==> src/rtl/bcd_hms_timer.sv <==
// BCD hh:mm:ss up/down counter with validated preset, wrap, expiry and load-error pulses; optional alarm (BCD_HMS_ALARM_EN).
// Latency: digits and pulses update one clk_1Hz edge after the qualifying input; at_zero is combinational from the digits.
// Backpressure: none; every edge is accepted, priority reset > load > (en ? step : hold).
module bcd_hms_timer #(
    parameter int unsigned MAX_HR      = 23,
    parameter bit          SAT_AT_ZERO = 1'b1
) (
    input  logic       clk_1Hz,
    input  logic       reset,
    input  logic       en,
    input  logic       up_down,
    input  logic       load,
    input  logic [7:0] ld_hr,
    input  logic [7:0] ld_min,
    input  logic [7:0] ld_sec,
`ifdef BCD_HMS_ALARM_EN
    input  logic        alarm_set,
    input  logic [23:0] alarm_val,
    output logic        alarm,
`endif
    output logic [3:0] msb_hr,
    output logic [3:0] lsb_hr,
    output logic [3:0] msb_min,
    output logic [3:0] lsb_min,
    output logic [3:0] msb_sec,
    output logic [3:0] lsb_sec,
    output logic       wrap,
    output logic       expired,
    output logic       load_err,
    output logic       at_zero
);

    localparam logic [3:0] MAX_MSB = 4'(MAX_HR / 10);
    localparam logic [3:0] MAX_LSB = 4'(MAX_HR % 10);
    localparam logic [7:0] MAX_HR8 = 8'(MAX_HR);

    // A preset is legal only if every digit is in its BCD range and the hour fits MAX_HR.
    function automatic logic hms_valid(input logic [7:0] h, input logic [7:0] m, input logic [7:0] s);
        logic [7:0] hv;
        hv = ({4'd0, h[7:4]} * 8'd10) + {4'd0, h[3:0]};
        return (h[3:0] <= 4'd9) && (m[3:0] <= 4'd9) && (s[3:0] <= 4'd9) &&
               (m[7:4] <= 4'd5) && (s[7:4] <= 4'd5) && (hv <= MAX_HR8);
    endfunction

    logic [3:0] n_msb_hr, n_lsb_hr, n_msb_min, n_lsb_min, n_msb_sec, n_lsb_sec;
    logic       step_wrap;
    logic       step_exp;
    logic       hr_max;
    logic       load_ok;

    assign at_zero = ~|{msb_hr, lsb_hr, msb_min, lsb_min, msb_sec, lsb_sec};
    assign hr_max  = (msb_hr == MAX_MSB) && (lsb_hr == MAX_LSB);
    assign load_ok = hms_valid(ld_hr, ld_min, ld_sec);

    // Next value of a one-second step in the current direction, with ripple carry/borrow.
    always_comb begin
        n_msb_hr  = msb_hr;
        n_lsb_hr  = lsb_hr;
        n_msb_min = msb_min;
        n_lsb_min = lsb_min;
        n_msb_sec = msb_sec;
        n_lsb_sec = lsb_sec;
        step_wrap = 1'b0;
        step_exp  = 1'b0;
        if (up_down) begin
            if (lsb_sec != 4'd9) begin
                n_lsb_sec = lsb_sec + 4'd1;
            end else begin
                n_lsb_sec = 4'd0;
                if (msb_sec != 4'd5) begin
                    n_msb_sec = msb_sec + 4'd1;
                end else begin
                    n_msb_sec = 4'd0;
                    if (lsb_min != 4'd9) begin
                        n_lsb_min = lsb_min + 4'd1;
                    end else begin
                        n_lsb_min = 4'd0;
                        if (msb_min != 4'd5) begin
                            n_msb_min = msb_min + 4'd1;
                        end else begin
                            n_msb_min = 4'd0;
                            if (hr_max) begin
                                n_msb_hr  = 4'd0;
                                n_lsb_hr  = 4'd0;
                                step_wrap = 1'b1;
                            end else if (lsb_hr != 4'd9) begin
                                n_lsb_hr = lsb_hr + 4'd1;
                            end else begin
                                n_lsb_hr = 4'd0;
                                n_msb_hr = msb_hr + 4'd1;
                            end
                        end
                    end
                end
            end
        end else if (at_zero) begin
            // Saturating build simply holds; wrapping build jumps to the top of the range.
            if (!SAT_AT_ZERO) begin
                n_msb_hr  = MAX_MSB;
                n_lsb_hr  = MAX_LSB;
                n_msb_min = 4'd5;
                n_lsb_min = 4'd9;
                n_msb_sec = 4'd5;
                n_lsb_sec = 4'd9;
                step_wrap = 1'b1;
            end
        end else begin
            // Only 00:00:01 can reach zero in one down step.
            step_exp = ~|{msb_hr, lsb_hr, msb_min, lsb_min, msb_sec} && (lsb_sec == 4'd1);
            if (lsb_sec != 4'd0) begin
                n_lsb_sec = lsb_sec - 4'd1;
            end else begin
                n_lsb_sec = 4'd9;
                if (msb_sec != 4'd0) begin
                    n_msb_sec = msb_sec - 4'd1;
                end else begin
                    n_msb_sec = 4'd5;
                    if (lsb_min != 4'd0) begin
                        n_lsb_min = lsb_min - 4'd1;
                    end else begin
                        n_lsb_min = 4'd9;
                        if (msb_min != 4'd0) begin
                            n_msb_min = msb_min - 4'd1;
                        end else begin
                            n_msb_min = 4'd5;
                            // Value is non-zero here, so the hour is non-zero as well.
                            if (lsb_hr != 4'd0) begin
                                n_lsb_hr = lsb_hr - 4'd1;
                            end else begin
                                n_lsb_hr = 4'd9;
                                n_msb_hr = msb_hr - 4'd1;
                            end
                        end
                    end
                end
            end
        end
    end

    // Digit registers and single-cycle status pulses: reset, then load, then step or hold.
    always_ff @(posedge clk_1Hz) begin
        if (reset) begin
            msb_hr   <= 4'd0;
            lsb_hr   <= 4'd0;
            msb_min  <= 4'd0;
            lsb_min  <= 4'd0;
            msb_sec  <= 4'd0;
            lsb_sec  <= 4'd0;
            wrap     <= 1'b0;
            expired  <= 1'b0;
            load_err <= 1'b0;
        end else begin
            wrap     <= 1'b0;
            expired  <= 1'b0;
            load_err <= 1'b0;
            if (load) begin
                if (load_ok) begin
                    {msb_hr, lsb_hr}   <= ld_hr;
                    {msb_min, lsb_min} <= ld_min;
                    {msb_sec, lsb_sec} <= ld_sec;
                end else begin
                    load_err <= 1'b1;
                end
            end else if (en) begin
                msb_hr   <= n_msb_hr;
                lsb_hr   <= n_lsb_hr;
                msb_min  <= n_msb_min;
                lsb_min  <= n_lsb_min;
                msb_sec  <= n_msb_sec;
                lsb_sec  <= n_lsb_sec;
                wrap     <= step_wrap;
                expired  <= step_exp;
            end
        end
    end

`ifdef BCD_HMS_ALARM_EN
    logic [23:0] alarm_reg;
    logic        armed;
    logic [23:0] cur_val;
    logic [23:0] nxt_val;

    assign cur_val = {msb_hr, lsb_hr, msb_min, lsb_min, msb_sec, lsb_sec};
    assign nxt_val = {n_msb_hr, n_lsb_hr, n_msb_min, n_lsb_min, n_msb_sec, n_lsb_sec};

    // Alarm fires only when a real count step moves the digits onto the armed value; loads never fire it.
    always_ff @(posedge clk_1Hz) begin
        if (reset) begin
            alarm_reg <= 24'd0;
            armed     <= 1'b0;
            alarm     <= 1'b0;
        end else begin
            alarm <= !load && en && armed && (nxt_val != cur_val) && (nxt_val == alarm_reg);
            if (alarm_set && hms_valid(alarm_val[23:16], alarm_val[15:8], alarm_val[7:0])) begin
                alarm_reg <= alarm_val;
                armed     <= 1'b1;
            end
        end
    end
`endif

endmodule

==> config.mk <==
export PLATFORM = sky130hd
export DESIGN_NAME = bcd_hms_timer
export DESIGN_NICKNAME = d
export VERILOG_FILES = /design/src/rtl/bcd_hms_timer.sv
export SDC_FILE = /design/constraint.sdc
export NUM_CORES = 1
export LEC_CHECK = 0
export CAP_MARGIN = 0
export CORE_AREA = 2 2 68 86
export CTS_CLUSTER_SIZE = 25
export DETAILED_ROUTE_END_ITERATION = 8
export DIE_AREA = 0 0 70 88
export HOLD_SLACK_MARGIN = 0.1
export PLACE_DENSITY = 0.8
export SLEW_MARGIN = 10
export SYNTH_ARGS = -nofsm -noshare
export SYNTH_HDL_FRONTEND = slang
export SYNTH_SLANG_ARGS = --single-unit
==> constraint.sdc <==
create_clock -name clk_1Hz -period 4.2 [get_ports clk_1Hz]
set_clock_uncertainty 0.1 [all_clocks]
set_input_delay 1.26 -clock clk_1Hz [delete_from_list [all_inputs] [get_ports clk_1Hz]]
set_output_delay 1.26 -clock clk_1Hz [all_outputs]
set_load 0.05 [all_outputs]
==> results of run 1 <==
[critical path: cells and delay by family]
family | cells | cell delay, ns
simple gates | 1 | 0.07
compound gates | 4 | 0.69
fa+ha+maj | 3 | 0.93
buf+inv | 2 | 0.66
mux | 1 | 0.23
xor+xnor | 1 | 0.21
[placed cells by master, fill, tap and decap left out, types with 3 or more instances in the layout]
cell type	netlist	final
sky130_fd_sc_hd__a21o_1	4	4
sky130_fd_sc_hd__a311oi_1	4	4
sky130_fd_sc_hd__nand3_1	20	20
sky130_fd_sc_hd__dfxtp_1	27	27
sky130_fd_sc_hd__a21oi_1	34	34
sky130_fd_sc_hd__xnor2_1	6	6
sky130_fd_sc_hd__nand2_1	28	28
sky130_fd_sc_hd__nor4_1	9	8
sky130_fd_sc_hd__o21ai_1	8	8
sky130_fd_sc_hd__buf_4	0	25
sky130_fd_sc_hd__a31oi_1	3	3
sky130_fd_sc_hd__or3_1	5	5
sky130_fd_sc_hd__nand2b_1	5	5
sky130_fd_sc_hd__o21ai_0	27	27
sky130_fd_sc_hd__nor2_1	40	40
sky130_fd_sc_hd__nand3b_1	3	3
sky130_fd_sc_hd__nand4_1	8	8
sky130_fd_sc_hd__nor3_1	9	9
sky130_fd_sc_hd__a221oi_1	4	4
sky130_fd_sc_hd__clkdlybuf4s50_1	0	56
sky130_fd_sc_hd__clkbuf_8	0	3
sky130_fd_sc_hd__inv_1	19	19
sky130_fd_sc_hd__mux2i_1	12	12
sky130_fd_sc_hd__o211ai_1	5	5
sky130_fd_sc_hd__and3_1	5	5
sky130_fd_sc_hd__ha_1	11	11
sky130_fd_sc_hd__a211oi_1	8	8
[metal layers]
layer	track usage	share of wire	wire (um)
met5	0	0	0
met4	0.110	0.030	237
met3	0.0253	0.064	511
met2	0.441	0.49	3910
met1	0.308	0.41	3300
[flip-flops by register name, indices dropped and copies added (netlist names)]
register and flops:
lsb_min 4, msb_hr 4, msb_sec 4, msb_min 4, wrap 1, lsb_hr 4, load_err 1, expired 1
lsb_sec 4
[where the power goes]
part	internal, uW	switching, uW	total, uW
Sequential	261	12.3	273
Combinational	111	135	246
Clock	68.2	86.6	155
[final cells by class]
class                           instances  area [um^2]  area share
Timing Repair Buffer                   82          768       0.218
Clock buffer                            4         45.0      0.0128
Sequential cell                        27          541       0.153
Inverter                               21         78.8      0.0224
Multi-Input combinational cell        308         2010       0.571
Tap cell                               64         80.1      0.0227
[kinds of logic (layout without fill, tap and decap cells)]
kind of cell             after synthesis  after routing  synth area share
flip-flops                            27             27             0.198
buffers and inverters                 54            107            0.0776
multiplexers                          12             12            0.0441
AO/OA/AOI/OAI                        127            127             0.311
AND/OR/NAND/NOR                      148            148             0.278
adder cells (fa/ha/maj)               13             13            0.0652
XOR/XNOR                               8              8            0.0257
[final timing paths]
| kind | end | start | cells after the start | slack (ns) |
|---|---|---|---|---|
| setup / recovery | msb_sec[2] | ld_hr[5] | 12 | 0.23 |
| hold / removal | wrap | msb_sec[0] | 2 | 0.49 |
| setup reg to reg | msb_hr[3] | lsb_sec[0] | 7 | 1.34 |
| hold reg to reg | wrap | msb_sec[0] | 2 | 0.49 |
[stage by stage]
step / power, uW / std cells / TNS, ns / utilization / worst slack, ns
6_report: 674 / 506 / 0 / 0.661 / 0.227
5_1_grt: 703 / 506 / 0 / 0.661 / 0.0486
4_1_cts: 665 / 506 / 0 / 0.654 / 0.0538
3_5_place_dp: 517 / 502 / -3.03 / 0.646 / -0.307
3_3_place_gp: 512 / 502 / -1.24 / 0.646 / -0.151
2_1_floorplan: 424 / 389 / 0 / - / 0.242
[what timing repair did]
item	in CTS	in global routing
endpoints found under the setup margin	1	14
gates resized for setup	1	7
pin swaps	0	1
==> reports/qor.txt, run 1 <==
final count of negative-setup-slack endpoints: 0
clock-pin transition on the worst setup and hold timing paths: 0.10 ns
number of placement rows: 30
unrepaired setup endpoints after global routing: false
vias in the first global route: 2824
proportion of synthesized flip-flops having asynchronous set or reset: 0
global-route congestion overflow total: 0
first-pass GRT wire length: 12.7 mm
Min-Delay Path Class: flip-flop to flip-flop
leading area contributor after synthesis: sky130_fd_sc_hd__dfxtp_1
Fin Hold WS: 0.492 ns
peak fanout along the critical path: 6
run status: finished clean
IR drop worst, VDD: 0.123 mV
number of antenna violations at the first check in global routing: 0
final cycle utilization of the critical path: 0.946
data required time at the worst endpoint: 4.28 ns
signed area change from the synthesized netlist to the final layout: 29.2%
detailed router's first-iteration violation count: 314
Worst Max-Slew Pin Slew: 0.605 ns
min cycle time layout: 3.97 ns
total of fill cells in the finished design: 476
I/O pin count: 57
max cap viols: 0
maximum cell stage delay along the critical path: 0.43 ns
slowest library cell on the worst path: sky130_fd_sc_hd__clkdlybuf4s50_1
area of the placeable core: 5330 um^2
post-route standard cell area excluding fillers: 3520 um^2
clock buffers created by TritonCTS: 3
number of optimization iterations in the first detailed-route pass: 6
die span in x: 70 um
Cell Chain, Critical Path: clkdlybuf4s50_1 -> ha_1 -> ha_1 -> fa_2 -> xor2_1 -> o2111ai_1 -> mux2i_1 -> o2111ai_2 -> buf_4 -> o21ai_0 -> nand2_1 -> a32o_1
Slew headroom: 0.593
Final Hold Violating Endpoints: 0
proportion of layout cells with a drive suffix above 1: 0.106
routed via count divided by cell count: 6.27
post-CTS repair timing setup buffer count: 0
ranking of synthesized cells by instance count: 40 x sky130_fd_sc_hd__nor2_1, 34 x sky130_fd_sc_hd__a21oi_1, 30 x sky130_fd_sc_hd__clkbuf_1, 28 x sky130_fd_sc_hd__nand2_1
Critical Path Sink Type: flip-flop
final routed DRC violation total: 0
number of nets produced by synthesis: 431
path type of the worst setup path: input port to flip-flop
GPL Wtd Cong: 0.931
antenna diode instance count: 0
clock latency reported for the late side of the worst-skew pair: 0.28 ns
most area-consuming cells after synthesis: sky130_fd_sc_hd__dfxtp_1 20%, sky130_fd_sc_hd__a21oi_1 6.2%, sky130_fd_sc_hd__nor2_1 5.5%, sky130_fd_sc_hd__ha_1 5.0%, sky130_fd_sc_hd__o21ai_0 5.0%
maximum level of the CTS H-tree: 1
count of final max-slew check failures: 0
clock tree from TritonCTS: done
Post-synth EDFFs: 0
post-place instance area: 3440 um^2
Critical Path Source Type: input port
cell count after synthesis: 389
area fraction of the dominant cell type after synthesis: 0.198
Worst EP arrival: 4.05 ns
buffer depth of the longest clock path: 2
average cell area after synthesis: 7.01 um^2
overall die area: 6160 um^2
Max Fclk: 252 MHz
Netlist cell types: 64
Detail Placement HPWL: 5.78 mm
Power Density: 191 nW/um^2
total length of routed wires: 7.95 mm
initial core utilization: 0.512
Lkg Pwr: 0.00132 uW
Post-Syn Area: 2730 um^2
clock tree root driver cell: sky130_fd_sc_hd__clkbuf_8
YS warnings: 0
Post-CTS Hold Fix Bufs: 0
I/O Buffers: 56
final net count: 485
most used flip-flop cell after synthesis: sky130_fd_sc_hd__dfxtp_1
die boundary height: 88 um
number of nets still failing antenna checks after routing: 0
DR WL/cell: 15.7 um
maximum number of pins on one net before global-route repair: 55
sequential share of the synthesized area: 0.198
via total after detailed routing: 3173
Sinks on Clock Net: 27
cell with the most instances after synthesis: sky130_fd_sc_hd__nor2_1
most used cell, CP: sky130_fd_sc_hd__ha_1
flip-flop and latch count after synthesis: 27
GR Util All Layers: 0.249
(Power assumes the default switching activity.)
==> run 2, diff against run 1 <==
--- a/config.mk
+++ b/config.mk
@@ -6,12 +6,14 @@
 export NUM_CORES = 1
 export LEC_CHECK = 0
 export CAP_MARGIN = 0
-export CORE_AREA = 2 2 68 86
+export CELL_PAD_IN_SITES_DETAIL_PLACEMENT = 0
+export CELL_PAD_IN_SITES_GLOBAL_PLACEMENT = 1
+export CORE_AREA = 2 2 80 101
 export CTS_CLUSTER_SIZE = 25
 export DETAILED_ROUTE_END_ITERATION = 8
-export DIE_AREA = 0 0 70 88
+export DIE_AREA = 0 0 82 103
 export HOLD_SLACK_MARGIN = 0.1
-export PLACE_DENSITY = 0.8
+export PLACE_DENSITY_LB_ADDON = 0.1
 export SLEW_MARGIN = 10
 export SYNTH_ARGS = -nofsm -noshare
 export SYNTH_HDL_FRONTEND = slang
==> run 2 against run 1 <==
Routed wire length up 15%; sequential power down 2%; die area up 37%; sequential cell count unchanged; sequential share of layout area down 0.51 points; non-clock buffer count up 15; clock-buffer cell count down 1; combinational power up 3%; critical path depth up 1; register-to-register slack better by 0.03 ns; first-iteration DRC count down 40%; largest cell class unchanged.
==> reports/qor.txt, run 2 (same netlist as run 1, synthesis figures left out) <==
run status: finished clean
final routed DRC violation total: 0
buffer depth of the longest clock path: 2
post-place instance area: 3580 um^2
most used cell, CP: sky130_fd_sc_hd__buf_4
path type of the worst setup path: input port to flip-flop
overall die area: 8450 um^2
Slew headroom: 0.648
GR Util All Layers: 0.224
peak fanout along the critical path: 4
Sinks on Clock Net: 27
I/O Buffers: 56
via total after detailed routing: 3134
slowest library cell on the worst path: sky130_fd_sc_hd__clkdlybuf4s50_1
maximum number of pins on one net before global-route repair: 34
Cell Chain, Critical Path: clkdlybuf4s50_1 -> ha_1 -> inv_1 -> fa_1 -> or4b_1 -> nand4_1 -> nor4_2 -> buf_4 -> o2111ai_1 -> buf_4 -> o31a_1 -> mux2i_1 -> nor2_1
GPL Wtd Cong: 0.825
clock tree root driver cell: sky130_fd_sc_hd__clkbuf_8
final cycle utilization of the critical path: 0.961
clock buffers created by TritonCTS: 3
Worst EP arrival: 4.13 ns
maximum level of the CTS H-tree: 1
number of nets still failing antenna checks after routing: 0
Layout Utilization: 0.481
reg-to-reg critical path endpoint: lsb_hr[2]
final count of negative-setup-slack endpoints: 0
clock-pin transition on the worst setup and hold timing paths: 0.12 ns
max cap viols: 0
hold_sp: msb_hr[3]
initial core utilization: 0.360
DR WL/cell: 16.6 um
clock tree from TritonCTS: done
register-to-register path setup slack: 1.37 ns
reg-to-reg startpoint: msb_hr[0]
Critical path buffers and inverters: 4
post-route standard cell area excluding fillers: 3640 um^2
Critical Path Source Type: input port
number of optimization iterations in the first detailed-route pass: 5
r2r worst-path depth: 9
global-route congestion overflow total: 0
Max Fclk: 248 MHz
first-pass GRT wire length: 14.8 mm
most used cells in the layout excluding fill and tap cells: 55 x sky130_fd_sc_hd__clkdlybuf4s50_1, 41 x sky130_fd_sc_hd__buf_4, 40 x sky130_fd_sc_hd__nor2_1
post-CTS repair timing setup buffer count: 0
clock latency reported for the late side of the worst-skew pair: 0.29 ns
launching element of the worst setup path: ld_hr[4]
die boundary height: 103 um
Worst Max-Slew Pin Slew: 0.527 ns
Min-Delay Path Class: flip-flop to flip-flop
most frequent standard cell in the layout excluding fill and tap cells: sky130_fd_sc_hd__clkdlybuf4s50_1
number of antenna violations at the first check in global routing: 0
Critical Path Sink Type: flip-flop
Final Hold Violating Endpoints: 0
Detail Placement HPWL: 6.94 mm
kind of cell with the highest combined delay on the critical path: buffers and inverters
area occupied by multi-input gates: 1990 um^2
routed via count divided by cell count: 5.68
count of final max-slew check failures: 0
number of placement rows: 36
final net count: 500
IR drop worst, VDD: 0.128 mV
Post-CTS Hold Fix Bufs: 0
terminating pin of the worst hold path: msb_hr[3]
signed area change from the synthesized netlist to the final layout: 33.6%
maximum cell stage delay along the critical path: 0.53 ns
vias in the first global route: 2854
Lkg Pwr: 0.00140 uW
I/O pin count: 57
detailed router's first-iteration violation count: 189
die span in x: 82 um
antenna diode instance count: 0
WHS Path Cells: 2
data required time at the worst endpoint: 4.29 ns
min cycle time layout: 4.04 ns
Power Density: 188 nW/um^2
total length of routed wires: 9.16 mm
total of fill cells in the finished design: 789
proportion of layout cells with a drive suffix above 1: 0.136
FF+latch area: 541 um^2
area of the placeable core: 7570 um^2
[run 2: final cells by class]
cell class,count,area share
clock inverters,1,0.00206
repair buffers,97,0.237
multi-input cells,308,0.547
clock buffers,3,0.0113
well taps,95,0.0326
inverters,21,0.0216
flip-flops and latches,27,0.148
[run 2: power breakdown]
group	switching (uW)	internal (uW)
clock	98.9	67.8
sequential	6.02	261
combinational	143	110
total	248	438
[run 2: worst max path at each step]
stage                     slack [ns]    endpoint  cells after the start
after CTS                       0.12   lsb_hr[2]                     13
after floorplan                 0.24  lsb_sec[2]                     11
final                           0.16  lsb_min[3]                     13
after global routing           -0.02   msb_hr[1]                     12
after detailed placement       -0.19  lsb_min[3]                     13
after global placement         -0.12  lsb_min[3]                     13
[run 2: metrics by stage]
step                std cells  power (uW)  hold slack [ns]  setup TNS (ns)  setup WS (ns)
floorplan                 389         424            0.629               0          0.242
global placement          548         520            0.457          -0.888         -0.123
detailed placement        548         522            0.470           -2.18         -0.187
CTS                       552         684            0.484               0          0.118
global route              552         720            0.518         -0.0249        -0.0249
finish                    552         686            0.487               0          0.165
[run 2: metal layers]
metal	track usage	up-vias	part of all wire
li1	-	1570	-
met1	0.305	1460	0.46
met2	0.381	99	0.49
met3	0.0210	5	0.045
met4	0.0500	0	0.0082
met5	0	-	0
[run 2: worst reg2reg max path, stage by stage (launching register included)]
cell	delay, ns
sky130_fd_sc_hd__dfxtp_1	0.51
sky130_fd_sc_hd__inv_1	0.17
sky130_fd_sc_hd__ha_1	0.22
sky130_fd_sc_hd__nor3b_1	0.18
sky130_fd_sc_hd__and3_1	0.23
sky130_fd_sc_hd__o32a_4	0.33
sky130_fd_sc_hd__or3_1	0.41
sky130_fd_sc_hd__o21a_2	0.27
sky130_fd_sc_hd__buf_4	0.15
sky130_fd_sc_hd__o31ai_2	0.20
[run 2: what timing repair did]
item,in CTS,in global routing
resized for setup,0,4
endpoints found under the setup margin,0,16
hold endpoints to repair,0,0
